<file path="src/rtl/bram1_load_client.sv">
// Request/response initiator for a single-ported BRAM with 1- or 2-cycle read latency.
// Outstanding reads are capped by free response-FIFO space so returning read data always has a slot.
module bram1_load_client #(
  parameter int ADDR_WIDTH = 1,
  parameter int DATA_WIDTH = 1,
  parameter int PIPELINED  = 0,
  parameter int FIFO_DEPTH = 4
) (
  input  logic                  CLK,
  input  logic                  RST,
  input  logic                  REQ_VALID,
  output logic                  REQ_READY,
  input  logic                  REQ_WRITE,
  input  logic [ADDR_WIDTH-1:0] REQ_ADDR,
  input  logic [DATA_WIDTH-1:0] REQ_DATA,
  output logic                  RSP_VALID,
  input  logic                  RSP_READY,
  output logic [DATA_WIDTH-1:0] RSP_DATA,
  output logic                  BRAM_EN,
  output logic                  BRAM_WE,
  output logic [ADDR_WIDTH-1:0] BRAM_ADDR,
  output logic [DATA_WIDTH-1:0] BRAM_DI,
  input  logic [DATA_WIDTH-1:0] BRAM_DO
);

  localparam int LAT = (PIPELINED != 0) ? 2 : 1;
  localparam int PW  = (FIFO_DEPTH > 1) ? $clog2(FIFO_DEPTH) : 1;
  localparam int CW  = $clog2(FIFO_DEPTH + 1);

  logic [DATA_WIDTH-1:0] fifo_mem [FIFO_DEPTH];
  logic [PW-1:0]         head;
  logic [PW-1:0]         tail;
  logic [CW-1:0]         occ;
  logic [LAT-1:0]        rd_pipe;
  logic [CW-1:0]         in_flight;
  logic [CW-1:0]         credits;
  logic                  accept;
  logic                  push;
  logic                  pop;

  function automatic logic [PW-1:0] ptr_inc(input logic [PW-1:0] p);
    return (p == PW'(FIFO_DEPTH - 1)) ? '0 : p + 1'b1;
  endfunction

  // Credits come only from registered state, so RSP_READY never reaches REQ_READY combinationally.
  always_comb begin
    in_flight = '0;
    for (int unsigned i = 0; i < LAT; i++) begin
      in_flight = in_flight + CW'(rd_pipe[i]);
    end
    credits = occ + in_flight;
  end

  assign REQ_READY = !RST && (credits < CW'(FIFO_DEPTH));
  assign accept    = REQ_VALID && REQ_READY;
  assign BRAM_EN   = accept;
  assign BRAM_WE   = accept && REQ_WRITE;
  assign BRAM_ADDR = REQ_ADDR;
  assign BRAM_DI   = REQ_DATA;

  assign push      = rd_pipe[LAT-1];
  assign RSP_VALID = (occ != '0);
  assign pop       = RSP_VALID && RSP_READY;
  assign RSP_DATA  = fifo_mem[head];

  always_ff @(posedge CLK or posedge RST) begin
    if (RST) begin
      rd_pipe <= '0;
      head    <= '0;
      tail    <= '0;
      occ     <= '0;
    end else begin
      rd_pipe <= (rd_pipe << 1) | LAT'(accept && !REQ_WRITE);
      if (push) tail <= ptr_inc(tail);
      if (pop)  head <= ptr_inc(head);
      case ({push, pop})
        2'b10:   occ <= occ + 1'b1;
        2'b01:   occ <= occ - 1'b1;
        default: occ <= occ;
      endcase
    end
  end

  always_ff @(posedge CLK) begin
    if (push) fifo_mem[tail] <= BRAM_DO;
  end

endmodule

</file>
<file path="config.mk">
export PLATFORM = sky130hd
export DESIGN_NAME = bram1_load_client
export DESIGN_NICKNAME = d
export VERILOG_FILES = /design/src/rtl/bram1_load_client.sv
export SDC_FILE = /design/constraint.sdc
export NUM_CORES = 1
export LEC_CHECK = 0
export ABC_AREA = 1
export ABC_CLOCK_PERIOD_IN_PS = 4050
export BUFFER_PORTS_ARGS = -buffer_cell sky130_fd_sc_hd__buf_2
export CAP_MARGIN = 15
export CORE_AREA = 2 2 39 41
export DETAILED_ROUTE_END_ITERATION = 8
export DIE_AREA = 0 0 41 43
export HOLD_SLACK_MARGIN = 0.02
export PLACE_DENSITY = 0.77
export SYNTH_ARGS = -nofsm -noshare
export SYNTH_HDL_FRONTEND = slang
export SYNTH_SLANG_ARGS = --single-unit
</file>
<file path="constraint.sdc">
create_clock -name CLK -period 4.05 [get_ports CLK]
set_input_delay 0.2025 -clock CLK [delete_from_list [all_inputs] [get_ports CLK]]
set_output_delay 0.2025 -clock CLK [all_outputs]
set_load 0.05 [all_outputs]
</file>
==> results of run 1 <==
[final cells by class]
class | count | area [µm²]
Inverter | 17 | 66.31
Multi-Input combinational cell | 43 | 286.5
Timing Repair Buffer | 11 | 60.06
Tap cell | 16 | 20.02
Clock buffer | 4 | 36.28
Fill cell | 123 | 594.3
Sequential cell | 12 | 320.3
[sequential cells by signal (all words and copies together), names as in the netlist]
signal	cells
fifo_mem	4
tail	2
head	2
push	1
occ	3
[synthesized netlist by cell type]
master and n:
inv_1 15, nand2_1 12, dfrtp_1 8, ha_1 6
nor2_1 6, o21ai_0 5, edfxtp_1 4, buf_4 2
nand2_2 2, o21ai_2 2, a21oi_1 1, buf_6 1
fa_1 1, inv_2 1, inv_4 1, nand3_1 1
nand3_2 1, nand4_1 1, nand4_2 1, o22ai_1 1
or2_0 1, xnor2_1 1, xor2_1 1
[power by group]
part	internal [mW]	total, mW	switching, mW	leakage (nW)
combinational	0.0874	0.262	0.174	0.268
clock	0.0548	0.0972	0.0424	0.0210
sequential	0.164	0.203	0.0388	0.135
[kinds of logic (layout without fill, tap and decap cells)]
kind of cell | Yosys count | count (layout) | synth area share
xor+xnor | 2 | 2 | 0.02505
flops | 12 | 12 | 0.4580
compound gates | 9 | 9 | 0.07692
buf+inv | 20 | 32 | 0.1324
fa+ha+maj | 7 | 7 | 0.1360
simple gates | 25 | 25 | 0.1717
[routing by layer]
metal / share of wire / vias up / routed length [µm] / global-route usage
met5: 0 / - / 0 / 0
met4: 0.024 / 0 / 27 / 0.1200
met3: 0.026 / 3 / 29 / 0.01571
met2: 0.54 / 9 / 605 / 0.2656
met1: 0.41 / 223 / 464 / 0.1799
li1: - / 253 / - / -
[metrics by stage]
step                hold WS, ns  cells    util  worst slack (ns)  power, mW
global route            0.09157    103  0.5705             2.043     0.6131
floorplan               0.03329     75       -             2.134     0.4152
CTS                     0.08887    103  0.5705             2.132     0.5676
finish                  0.09192    103  0.5705             2.167     0.5623
detailed placement       0.1939     98  0.5371             2.197     0.4700
global placement         0.1847     98  0.5371             2.272     0.4542
[repair_timing]
item                      in CTS  in global routing
hold buffers                   1                  0
gates resized for setup        0                  0
hold endpoints to repair       8                  0
setup buffers                  0                  0
[how the worst max path moves through the flow]
stage,startpoint,end,slack (ns),depth (start not counted)
after floorplan,occ[0]$_DFFE_PP0P_,occ[2]$_DFFE_PP0P_,2.13,10
after global placement,occ[0]$_DFFE_PP0P_,occ[2]$_DFFE_PP0P_,2.27,10
after detailed placement,occ[0]$_DFFE_PP0P_,occ[2]$_DFFE_PP0P_,2.20,10
after CTS,RST,BRAM_WE,2.13,6
after global routing,RST,BRAM_WE,2.04,6
final,RST,BRAM_WE,2.17,6
[worst reg2reg max path: cells and delay by family, from the launching register on]
| family | cells | cell delay, ns |
|---|---|---|
| flip-flops | 1 | 0.42 |
| XOR/XNOR | 1 | 0.14 |
| buffers and inverters | 3 | 0.22 |
| adder cells (fa/ha/maj) | 2 | 0.52 |
| AND/OR/NAND/NOR | 4 | 0.46 |
==> results by stage, run 1 <==
Outcome:
- The flow ran to the end, and the final reports show no timing, DRC or antenna violations.

Run:
- The number of max-cap violations is 0.

Setup path:
- At the worst endpoint, the arrival time is about 1.7 ns.
- In this run the critical register-to-register path is launched from occ[0]$_DFFE_PP0P_.
- The critical path's largest stage delay is around 0.53 ns.
- The slowest library cell on the worst path is dlygate4sd3_1.
- The reg2reg setup slack is approximately 2.2 ns.
- The family with the most delay on the worst path is buffers and inverters.
- The largest fanout on the critical path is 9.
- The buffering stage count on the worst path with inverters included is 4.
- Counting stages on the worst path, the most repeated cell is buf_2.
- The number of cell instances on the worst register-to-register path is 10.
- The worst setup path is of the in2out kind.
- The worst setup path is captured at an output port.
- The critical path startpoint category is an input pin.
- The signal on the critical path passes through dlygate4sd3_1 > buf_2 > inv_1 > nand4_2 > nor2_1 > buf_2.
- The endpoint identified for the worst register-to-register timing path is occ[2]$_DFFE_PP0P_.
- The required time of the critical path is ~3.9 ns.

Clock tree:
- TritonCTS built the clock tree.
- The number of sinks handled by clock tree synthesis is 12.
- For the worst-skew pair, the clock arrives at the later sink with an insertion delay of approximately 0.28 ns.
- No sink is reached through more buffers than the 2 on the longest clock path.
- The tree is rooted in a clkbuf_4.
- In this run the number of H-tree levels came out at 1.
- Counting the buffers created by CTS gives 3.
- After clock tree synthesis, the clock-pin slew on the worst setup and hold paths is roughly 0.08 ns.

Hold path:
- The worst hold path terminates at push$_DFF_PP0_.
- The worst hold path was traced through 2 stages.
- In this run the most critical hold path is launched from REQ_WRITE.
- The tightest min-delay check is of the in2reg type.

Synthesis:
- The synthesis warning total is 0.
- After synthesis, the mean cell area works out to 9.326 µm².
- For this run, the register share of the synthesized area comes to 0.4580.
- The area share of the largest cell type after synthesis is 0.2862.
- The post-synthesis instance area is between 600 and 700 µm².
- The number of nets in the synthesized netlist is 90.
- The post-synthesis register bit count is 12.
- After synthesis, the cell types taking the most area are dfrtp_1 29%, edfxtp_1 17%, ha_1 11%.
- The post-synthesis instance total is between 70 and 80.
- The largest total area in the synthesized netlist belongs to dfrtp_1.
- The number of distinct library cell variants in the gate-level netlist after synthesis is 23.

Floorplanning:
- In this run the horizontal extent of the chip is roughly 40 µm.
- The initial utilization of the core area, before any placement, comes to 0.5054.
- The count of standard-cell rows is 14.
- The core region is between 0.001 and 0.0015 mm².
- Measured along the y axis, the die boundary spans 43 µm.
- Pin placement for this block handled 15 I/O pins.
- The die area is approximately 0.0018 mm².

Power:
- The static leakage is 0.4234 nW.
- The cell area power density is 712.2 mW/mm².
- The peak ir drop on the vdd network is between 0.3 and 0.4 mV.

STA:
- The share of the cycle needed by the critical path after routing is 0.4650.
- Setup violations remaining at the end of the flow were counted as 0.
- Based on the critical path, the design can be clocked at up to around 530 MHz.
- Setup repair after global routing left no endpoint under its margin.
- For the pin with the worst max-slew slack, the measured transition is approximately 0.35 ns.
- The max-slew violation count is 0.
- The worst pin sits at a relative slew slack of 0.7665.
- The final-report hold violation count is 0.
- The worst path needs around 1.9 ns of the cycle, external delays included.
- The clock arrives with about 0.0047 ns of skew.
- After routing, the total negative slack on setup checks comes to 0 ns.

Global route:
- The initial antenna violation count is 0.
- The all-layer global routing usage is 0.1622.
- The first global-routing pass estimated 1.849 mm of wire.
- Entering global routing, the biggest net connects 11 pins.
- After global routing the overflow that remains totals 0.
- The number of global-route vias before repair came to about 470.

Detailed routing:
- The detailed router finished its first iteration with 11 violations.
- The final layout contains routed wiring with a total length of about 1.1 mm.
- In the final routed layout, each cell accounts on average for around 11 µm.
- In the routed design, unresolved DRC markers number 0.
- The first TritonRoute pass finished after 4 iterations.
- In the routed layout, each cell is associated on average with a via count of ~4.7.
- The final route contains roughly 490 vias.
- The number of antenna-violating nets in the routed design is 0.

Cells and area:
- The area of all placed cells without fillers is 789.5 µm².
- The library cells used most frequently in the layout, excluding fill and tap cells, are 15 x inv_1, 12 x nand2_1, 10 x buf_2.
- The net count of the finished layout is 103.
- 0 antenna diodes ended up in the layout.
- Of the cells placed in the final design, the portion with a size suffix greater than 1 is 0.2529.
- The library cell used most frequently in the layout, excluding fill and tap cells, is inv_1.
- From synthesis to final layout, the design area changed by 12.88%.

Place:
- In this run the tool buffered the top-level ports with 10 buffer cells.
- The area of placed instances is roughly 740 µm².
- The congestion estimate from routability-driven global placement came to between 0.7 and 0.8.
- Once detailed placement completed, the half-perimeter wirelength came to 900.6 µm.
Note: power is estimated with default switching activity, not from simulation.
==> run 2, diff against run 1 <==
- ABC_CLOCK_PERIOD_IN_PS: 4050 -> 1700
- CORE_AREA: 2 2 39 41 -> not set
- CORE_MARGIN: not set -> 2
- CORE_UTILIZATION: not set -> 46
- DIE_AREA: 0 0 41 43 -> not set
- PLACE_DENSITY: 0.77 -> 0.72
- clock period: 4.05 -> 1.7 ns (I/O delays scaled with it)
==> results by stage, run 2 (synthesis gave the netlist of run 1 again) <==
Outcome:
- Outcome: completed (unchanged).

Clock tree:
- The buffer cell driving the clock tree root is clkbuf_4 (unchanged).
- The clock insertion delay at the later pin of the skew report is 0.28 ns (about the same).
- The CTS tree is built (unchanged).
- The number of levels in the clock H-tree is 1 (unchanged).
- The number of sinks handled by clock tree synthesis is 12 (unchanged).
- The number of buffers on the longest clock path is 2 (unchanged).
- The clock slew seen by the registers of the worst setup and hold paths is 0.08 ns (about the same).
- The number of buffers inserted during clock tree synthesis came to 3 (unchanged).

Floorplanning:
- The vertical extent of the die is 43.00 µm (was 43 µm).
- The total core area is 0.001471 mm² (was 0.001384 mm²).
- The number of top-level pins was 15 (unchanged).
- The starting utilization of the core area came to 0.4753 (was 0.5054).
- The die width is 43.00 µm (was 41 µm).
- The die area is 0.001849 mm² (was 0.001763 mm²).
- The count of standard-cell rows is 14 (unchanged).

Cells and area:
- The register with the highest flop count is fifo_mem (unchanged).
- The utilization after layout is 0.6097 (was 0.5705).
- The area of the multi-input gates is 314.1 µm² (was 286.5 µm²).
- The register area is 320.3 µm² (unchanged).
- Leading cell types in the layout, fill and taps excluded: 12 x inv_1, 12 x nand2_1, 9 x buf_2, 9 x buf_4, 8 x dfrtp_1 (was 15 x inv_1, 12 x nand2_1, 10 x buf_2).
- The area of all placed cells without fillers is 897.1 µm² (was 789.5 µm²).
- The layout overhead on the synthesized area is 28.26% (was 12.88%).
- The proportion of layout cells with a drive suffix above 1 is 0.3571 (was 0.2529).
- The final instance count without filler cells is 114 (was 103).
- The flip-flop count of the largest register, all copies and words added came to 4 (unchanged).
- The number of inserted filler cells in the final layout is 144 (was 123).
- The number of nets in the final layout is 114 (was 103).
- Registers with the most flip-flops: fifo_mem (4), occ (3) (unchanged).
- The count of antenna diodes in the layout came to 0 (unchanged).

Power:
- The cell area power density is 1650 mW/mm² (was 712.2 mW/mm²).
- The peak ir drop on the vdd network came to 0.7665 mV (was 0.3859 mV).
- The share of power burned in combinational logic is 0.558 (was 0.466).
- The portion of total power attributed to sequential cells is 0.317 (was 0.361).
- The power spent charging and discharging nets is 0.6649 mW (was 0.2557 mW).
- The static leakage is 0.4702 nW (was 0.4234 nW).
- The switching portion of total power is 0.4493 (was 0.4548).
- The internal portion of total power is 0.8150 mW (was 0.3066 mW).
- The part of the total power dissipated in the clock network is 0.125 (was 0.173).
- The total power is 1.480 mW (was 0.5623 mW).

STA:
- The summed negative setup slack over all endpoints came to 0 ns (unchanged).
- Unrepaired setup endpoints after global routing: yes (was no).
- The slew of the pin with the lowest slew margin is 0.2510 ns (was 0.3499 ns).
- The worst max-slew margin expressed relative to the limit was 0.8338 (was 0.7665).
- The final setup violation count is 0 (unchanged).
- The smallest setup slack after layout is 0.02636 ns (was 2.167 ns).
- The max-slew violation count is 0 (unchanged).
- Of the available clock period, the critical path in the final layout requires 0.9845.
- The final-report hold violation count is 0 (unchanged).
- The final worst hold slack is 0.07821 ns (was 0.09192 ns).
- The setup skew after layout is 0.004506 ns (was 0.004675 ns).
- Static timing analysis puts the maximum clock frequency at 597.5 MHz.
- The post-route minimum period is approximately 1.7 ns.

Hold path:
- The type of the tightest min-delay check was in2reg (unchanged).

Detailed routing:
- The iteration-0 DRC count of the detailed router came to 5 (was 11).
- The DRC violation count after routing is 0 (unchanged).
- The length of the first detailed-routing pass in iterations is 4 (unchanged).
- The per-cell via count in the routed design is 4.614 (was 4.738).
- The number of antenna-violating nets in the routed design was 0 (unchanged).
- The final routed wire length divided by cell count came to 10.42 µm (was 10.93 µm).
- The count of vias placed by the detailed router came to 526 (was 488).
- The final wirelength is 1.188 mm (was 1.126 mm).

Place:
- The port buffer count is 10 (unchanged).
- The HPWL after detailed placement is 842.4 µm (was 900.6 µm).
- The post-placement setup slack is 0.01956 ns (was 2.197 ns).
- The area of placed instances is 795.8 µm² (was 743.2 µm²).
- The placer's final routability congestion estimate was 0.7427 (was 0.7195).
- The number of instances in the placed design is 102 (was 98).

Setup path:
- Crit path cell chain: inv_2 > nand3_4 > nand2_4 > inv_4 > ha_4 > inv_2 > fa_2 > or2_0 > nand2_1 > xor2_1 (was dlygate4sd3_1 > buf_2 > inv_1 > nand4_2 > nor2_1 > buf_2).
- The nature of the critical path endpoint is a flop (was output port).
- The critical path class is reg2reg (was in2out).
- The cell with the most instances on the worst path is inv_2 (was buf_2).
- The critical path startpoint category is a flop (was input pin).
- The buffering stage count on the worst path with inverters included is 3 (was 4).
- The slowest library cell on the worst path is dfrtp_1 (was dlygate4sd3_1).
- The largest fanout on the critical path is 3 (was 9).
- The arrival time reported for the critical path endpoint came to 1.87 ns (was 1.68 ns).
- The family with the most delay on the worst path is simple AND/OR/NAND/NOR gates (was buffers and inverters).
- The required time of the critical path is 1.90 ns (was 3.85 ns).
- The critical path's largest stage delay was 0.38 ns (was 0.53 ns).

Global route:
- The number of global-route vias before repair is 496 (was 472).
- The all-layer global routing usage came to 0.1593 (was 0.1622).
- The pin count of the biggest net entering global routing came to 10 (was 11).
- The initial antenna violation count is 0 (unchanged).
- The global-route wire length before repair is 2.014 mm (was 1.849 mm).
- The total congestion overflow came to 0 (unchanged).

Run:
- The number of max-cap violations was 0 (unchanged).
[run 2: cell types whose count changed in the layout (fill, tap and decap cells not counted), sizes merged]
cell	before	now
buf	10	18
clkinv	0	1
dlygate4sd3	1	3
[run 2: power by group through the flow]
stage,Sequential (mW),Clock [mW],Combinational (mW)
after floorplan,0.467,0,0.566
after global placement,0.474,0,0.681
after detailed placement,0.482,0,0.708
after CTS,0.469,0.195,0.746
after global routing,0.477,0.216,0.909
final,0.469,0.185,0.825
[run 2: routing by layer]
metal  wire (µm)  share of wire  vias up  track usage
met1         520           0.44      235       0.1621
met2         601           0.51       10       0.2606
met5           0              0        -            0
met3          42          0.035        4      0.06383
met4          23          0.019        0       0.1152
li1            -              -      277            -
[run 2: worst min-delay path, delay by kind of cell]
kind / cells / cell delay (ns)
and+or+nand+nor: 2 / 0.13
buffers and inverters: 1 / 0.10
[run 2: cell type report]
cell class / count / share of cell area
Clock buffer: 3 / 0.02510
Clock inverter: 1 / 0.004184
Inverter: 17 / 0.07392
Multi-Input combinational cell: 43 / 0.3501
Sequential cell: 12 / 0.3570
Tap cell: 16 / 0.02232
Timing Repair Buffer: 22 / 0.1674
[run 2: worst paths after layout]
| check | end | slack (ns) | start | cells after the start |
|---|---|---|---|---|
| max | occ[2]$_DFFE_PP0P_ | 0.03 | occ[2]$_DFFE_PP0P_ | 10 |
| min | push$_DFF_PP0_ | 0.08 | REQ_VALID | 3 |
| max reg2reg | occ[2]$_DFFE_PP0P_ | 0.03 | occ[2]$_DFFE_PP0P_ | 10 |
| min reg2reg | tail[0]$_DFFE_PP0P_ | 0.57 | tail[0]$_DFFE_PP0P_ | 2 |
| max in group asynchronous | occ[0]$_DFFE_PP0P_ | 1.20 | RST | 4 |
| min in group asynchronous | occ[2]$_DFFE_PP0P_ | 0.37 | RST | 4 |
[run 2: repair_timing]
action                                 in CTS  in global routing
endpoints found under the hold margin      13                  0
cloned                                      0                  0
setup endpoints to repair                   1                  1
buffers inserted                            1                  4
pin swaps                                   0                  2
gates resized for setup                     0                  2
hold buffers                                3                  0
==> run 3, diff against run 2 <==
- REMOVE_ABC_BUFFERS: not set -> 1
==> results by stage, run 3 (synthesis gave the netlist of run 1 again) <==
Outcome:
- Outcome: completed (unchanged).

Setup path:
- The nature of the critical path endpoint is a flop (unchanged).
- The arrival time reported for the critical path endpoint came to 1.83 ns (was 1.87 ns).
- The slowest library cell on the worst path is dfrtp_1 (unchanged).
- The worst setup path startpoint is occ[0]$_DFFE_PP0P_ (was occ[2]$_DFFE_PP0P_).
- The critical path startpoint category is a flop (unchanged).
- The required time of the critical path is 1.87 ns (was 1.90 ns).
- Crit path cell chain: inv_2 > nand3_2 > nand2_2 > inv_4 > ha_4 > inv_4 > fa_2 > a21oi_1 > nand2_1 > xor2_1 (was inv_2 > nand3_4 > nand2_4 > inv_4 > ha_4 > inv_2 > fa_2 > or2_0 > nand2_1 > xor2_1).
- The largest fanout on the critical path is 2 (was 3).
- The cell with the most instances on the worst path is inv_4 (was inv_2).
- The critical path class is reg2reg (unchanged).
- The critical path's largest stage delay came to 0.37 ns (was 0.38 ns).
- The startpoint of the most critical register-to-register path is occ[0]$_DFFE_PP0P_ (was occ[2]$_DFFE_PP0P_).

Clock tree:
- The number of buffers inserted during clock tree synthesis came to 3 (unchanged).
- The number of buffers on the longest clock path is 2 (unchanged).
- The clock insertion delay at the later pin of the skew report was 0.27 ns (was 0.28 ns).
- The number of sinks handled by clock tree synthesis was 12 (unchanged).
- The number of levels in the clock H-tree is 1 (unchanged).
- The clock slew seen by the registers of the worst setup and hold paths is 0.07 ns (was 0.08 ns).
- The CTS tree is built (unchanged).
- The buffer cell driving the clock tree root is clkbuf_4 (unchanged).

Power:
- The total power is 1.484 mW (was 1.480 mW).
- The peak ir drop on the vdd network is 0.8368 mV (was 0.7665 mV).
- The cell area power density is 1662 mW/mm² (was 1650 mW/mm²).
- The static leakage is 0.4758 nW (was 0.4702 nW).

Hold path:
- The hold path startpoint is BRAM_DO (was REQ_VALID).
- The type of the tightest min-delay check is in2reg (unchanged).

STA:
- The worst max-slew margin expressed relative to the limit was 0.8342 (was 0.8338).
- The final setup violation count came to 0 (unchanged).
- The smallest setup slack after layout was 0.04171 ns (was 0.02636 ns).
- The final worst hold slack came to 0.02717 ns (was 0.07821 ns).
- The maximum achievable frequency came to 603.0 MHz (was 597.5 MHz).
- The post-route minimum period is 1.658 ns (was 1.674 ns).
- The max-slew violation count was 0 (unchanged).
- The slew of the pin with the lowest slew margin came to 0.2504 ns (was 0.2510 ns).
- Unrepaired setup endpoints after global routing: yes (unchanged).
- The share of the cycle needed by the critical path after routing came to 0.9755 (was 0.9845).
- The final-report hold violation count is 0 (unchanged).
- The setup skew after layout is 0.0007822 ns (was 0.004506 ns).
- The summed negative setup slack over all endpoints came to 0 ns (unchanged).

Global route:
- The global-route wire length before repair is 2.173 mm (was 2.014 mm).
- The met3 demand-to-capacity share in global routing is 0.03830 (was 0.06383).
- The pin count of the biggest net entering global routing is 10 (unchanged).
- The most utilized layer in the global route result is met2 (unchanged).
- The number of global-route vias before repair is 554 (was 496).
- The initial antenna violation count is 0 (unchanged).
- The total congestion overflow was 0 (unchanged).
- The met1 track demand over resource is 0.1553 (was 0.1621).
- The fraction of met2 tracks used by global routing was 0.3152 (was 0.2606).
- The all-layer global routing usage was 0.1642 (was 0.1593).

Place:
- The HPWL after detailed placement came to 960.8 µm (was 842.4 µm).
- The port buffer count is 10 (unchanged).
- The number of instances in the placed design is 105 (was 102).
- The post-placement setup slack is -0.01830 ns (was 0.01956 ns).
- The placer's final routability congestion estimate was 0.7781 (was 0.7427).
- The area of placed instances was 795.8 µm² (unchanged).

Floorplanning:
- The number of top-level pins is 15 (unchanged).
- The total core area came to 0.001471 mm² (unchanged).
- The vertical extent of the die is 43.00 µm (unchanged).
- The starting utilization of the core area is 0.4753 (unchanged).
- The die width is 43.00 µm (unchanged).
- The die area is 0.001849 mm² (unchanged).
- The count of standard-cell rows is 14 (unchanged).

Cells and area:
- The count of antenna diodes in the layout is 0 (unchanged).
- The proportion of layout cells with a drive suffix above 1 is 0.3838 (was 0.3571).
- Registers with the most flip-flops: fifo_mem (4), occ (3) (unchanged).
- The final instance count without filler cells came to 115 (was 114).
- The register with the highest flop count is fifo_mem (unchanged).
- The number of nets in the final layout came to 116 (was 114).
- The area of all placed cells without fillers is 893.4 µm² (was 897.1 µm²).
- Leading cell types in the layout, fill and taps excluded: 12 x inv_1, 12 x nand2_1, 12 x buf_4 (was 12 x inv_1, 12 x nand2_1, 9 x buf_2, 9 x buf_4, 8 x dfrtp_1).
- The layout overhead on the synthesized area was 27.73% (was 28.26%).
- The utilization after layout is 0.6071 (was 0.6097).
- The flip-flop count of the largest register, all copies and words added came to 4 (unchanged).
- The number of inserted filler cells in the final layout is 136 (was 144).

Run:
- The number of max-cap violations came to 0 (unchanged).

Detailed routing:
- The per-cell via count in the routed design came to 4.730 (was 4.614).
- The final wirelength is 1.239 mm (was 1.188 mm).
- The number of antenna-violating nets in the routed design is 0 (unchanged).
- The length of the first detailed-routing pass in iterations was 2 (was 4).
- The count of vias placed by the detailed router is 544 (was 526).
- The final routed wire length divided by cell count is 10.77 µm (was 10.42 µm).
- The DRC violation count after routing is 0 (unchanged).
- The iteration-0 DRC count of the detailed router is 4 (was 5).
## run 3: cell count changes in the layout (fill, tap and decap cells not counted)
| cell | previous run | this run |
|---|---|---|
| buf_4 | 9 | 12 |
| buf_2 | 9 | 10 |
| clkbuf_4 | 4 | 3 |
| clkinv_1 | 1 | 0 |
| dlygate4sd3_1 | 3 | 2 |
| inv_2 | 4 | 3 |
| inv_4 | 1 | 2 |
| nand2_2 | 1 | 2 |
| nand2_4 | 1 | 0 |
| nand3_2 | 0 | 1 |
| nand3_4 | 1 | 0 |
## run 3: critical path, delay by kind of cell (launching register included)
kind,cells,cell delay [ns]
flops,1,0.37
compound gates,1,0.15
fa+ha+maj,2,0.48
xor+xnor,1,0.15
simple gates,3,0.24
buf+inv,3,0.17
## run 3: worst paths after layout
kind	endpoint	depth (start not counted)	slack [ns]
setup / recovery	occ[2]$_DFFE_PP0P_	10	0.04
hold / removal	fifo_mem[3]$_DFFE_PP_	1	0.03
setup reg to reg	occ[2]$_DFFE_PP0P_	10	0.04
hold reg to reg	tail[0]$_DFFE_PP0P_	2	0.58
max in group asynchronous	tail[0]$_DFFE_PP0P_	4	1.20
min in group asynchronous	occ[2]$_DFFE_PP0P_	4	0.38
## run 3: timing repair
item,4_1_cts,5_1_grt
gates resized for setup,1,6
buffers inserted,1,4
pin swaps,0,5
hold buffers,2,0
cloned,0,0
hold endpoints to repair,9,0
endpoints found under the setup margin,1,2
## run 3: cell type report
type / instances / area [µm²] / area share
multi-input cells: 43 / 301.5 / 0.3375
inverters: 17 / 68.82 / 0.07703
flip-flops and latches: 12 / 320.3 / 0.3585
repair buffers: 24 / 160.2 / 0.1793
clock buffers: 3 / 22.52 / 0.02521
well taps: 16 / 20.02 / 0.02241
## run 3: metal layers
layer | part of all wire | up-vias
li1 | - | 278
met1 | 0.37 | 251
met2 | 0.57 | 11
met3 | 0.039 | 4
met4 | 0.020 | 0
met5 | 0 | -
## run 3: power breakdown
group | switching [mW] | total (mW) | internal (mW) | leakage [nW]
clock | 0.0925 | 0.175 | 0.0822 | 0.0138
sequential | 0.0753 | 0.467 | 0.392 | 0.135
combinational | 0.480 | 0.843 | 0.363 | 0.327
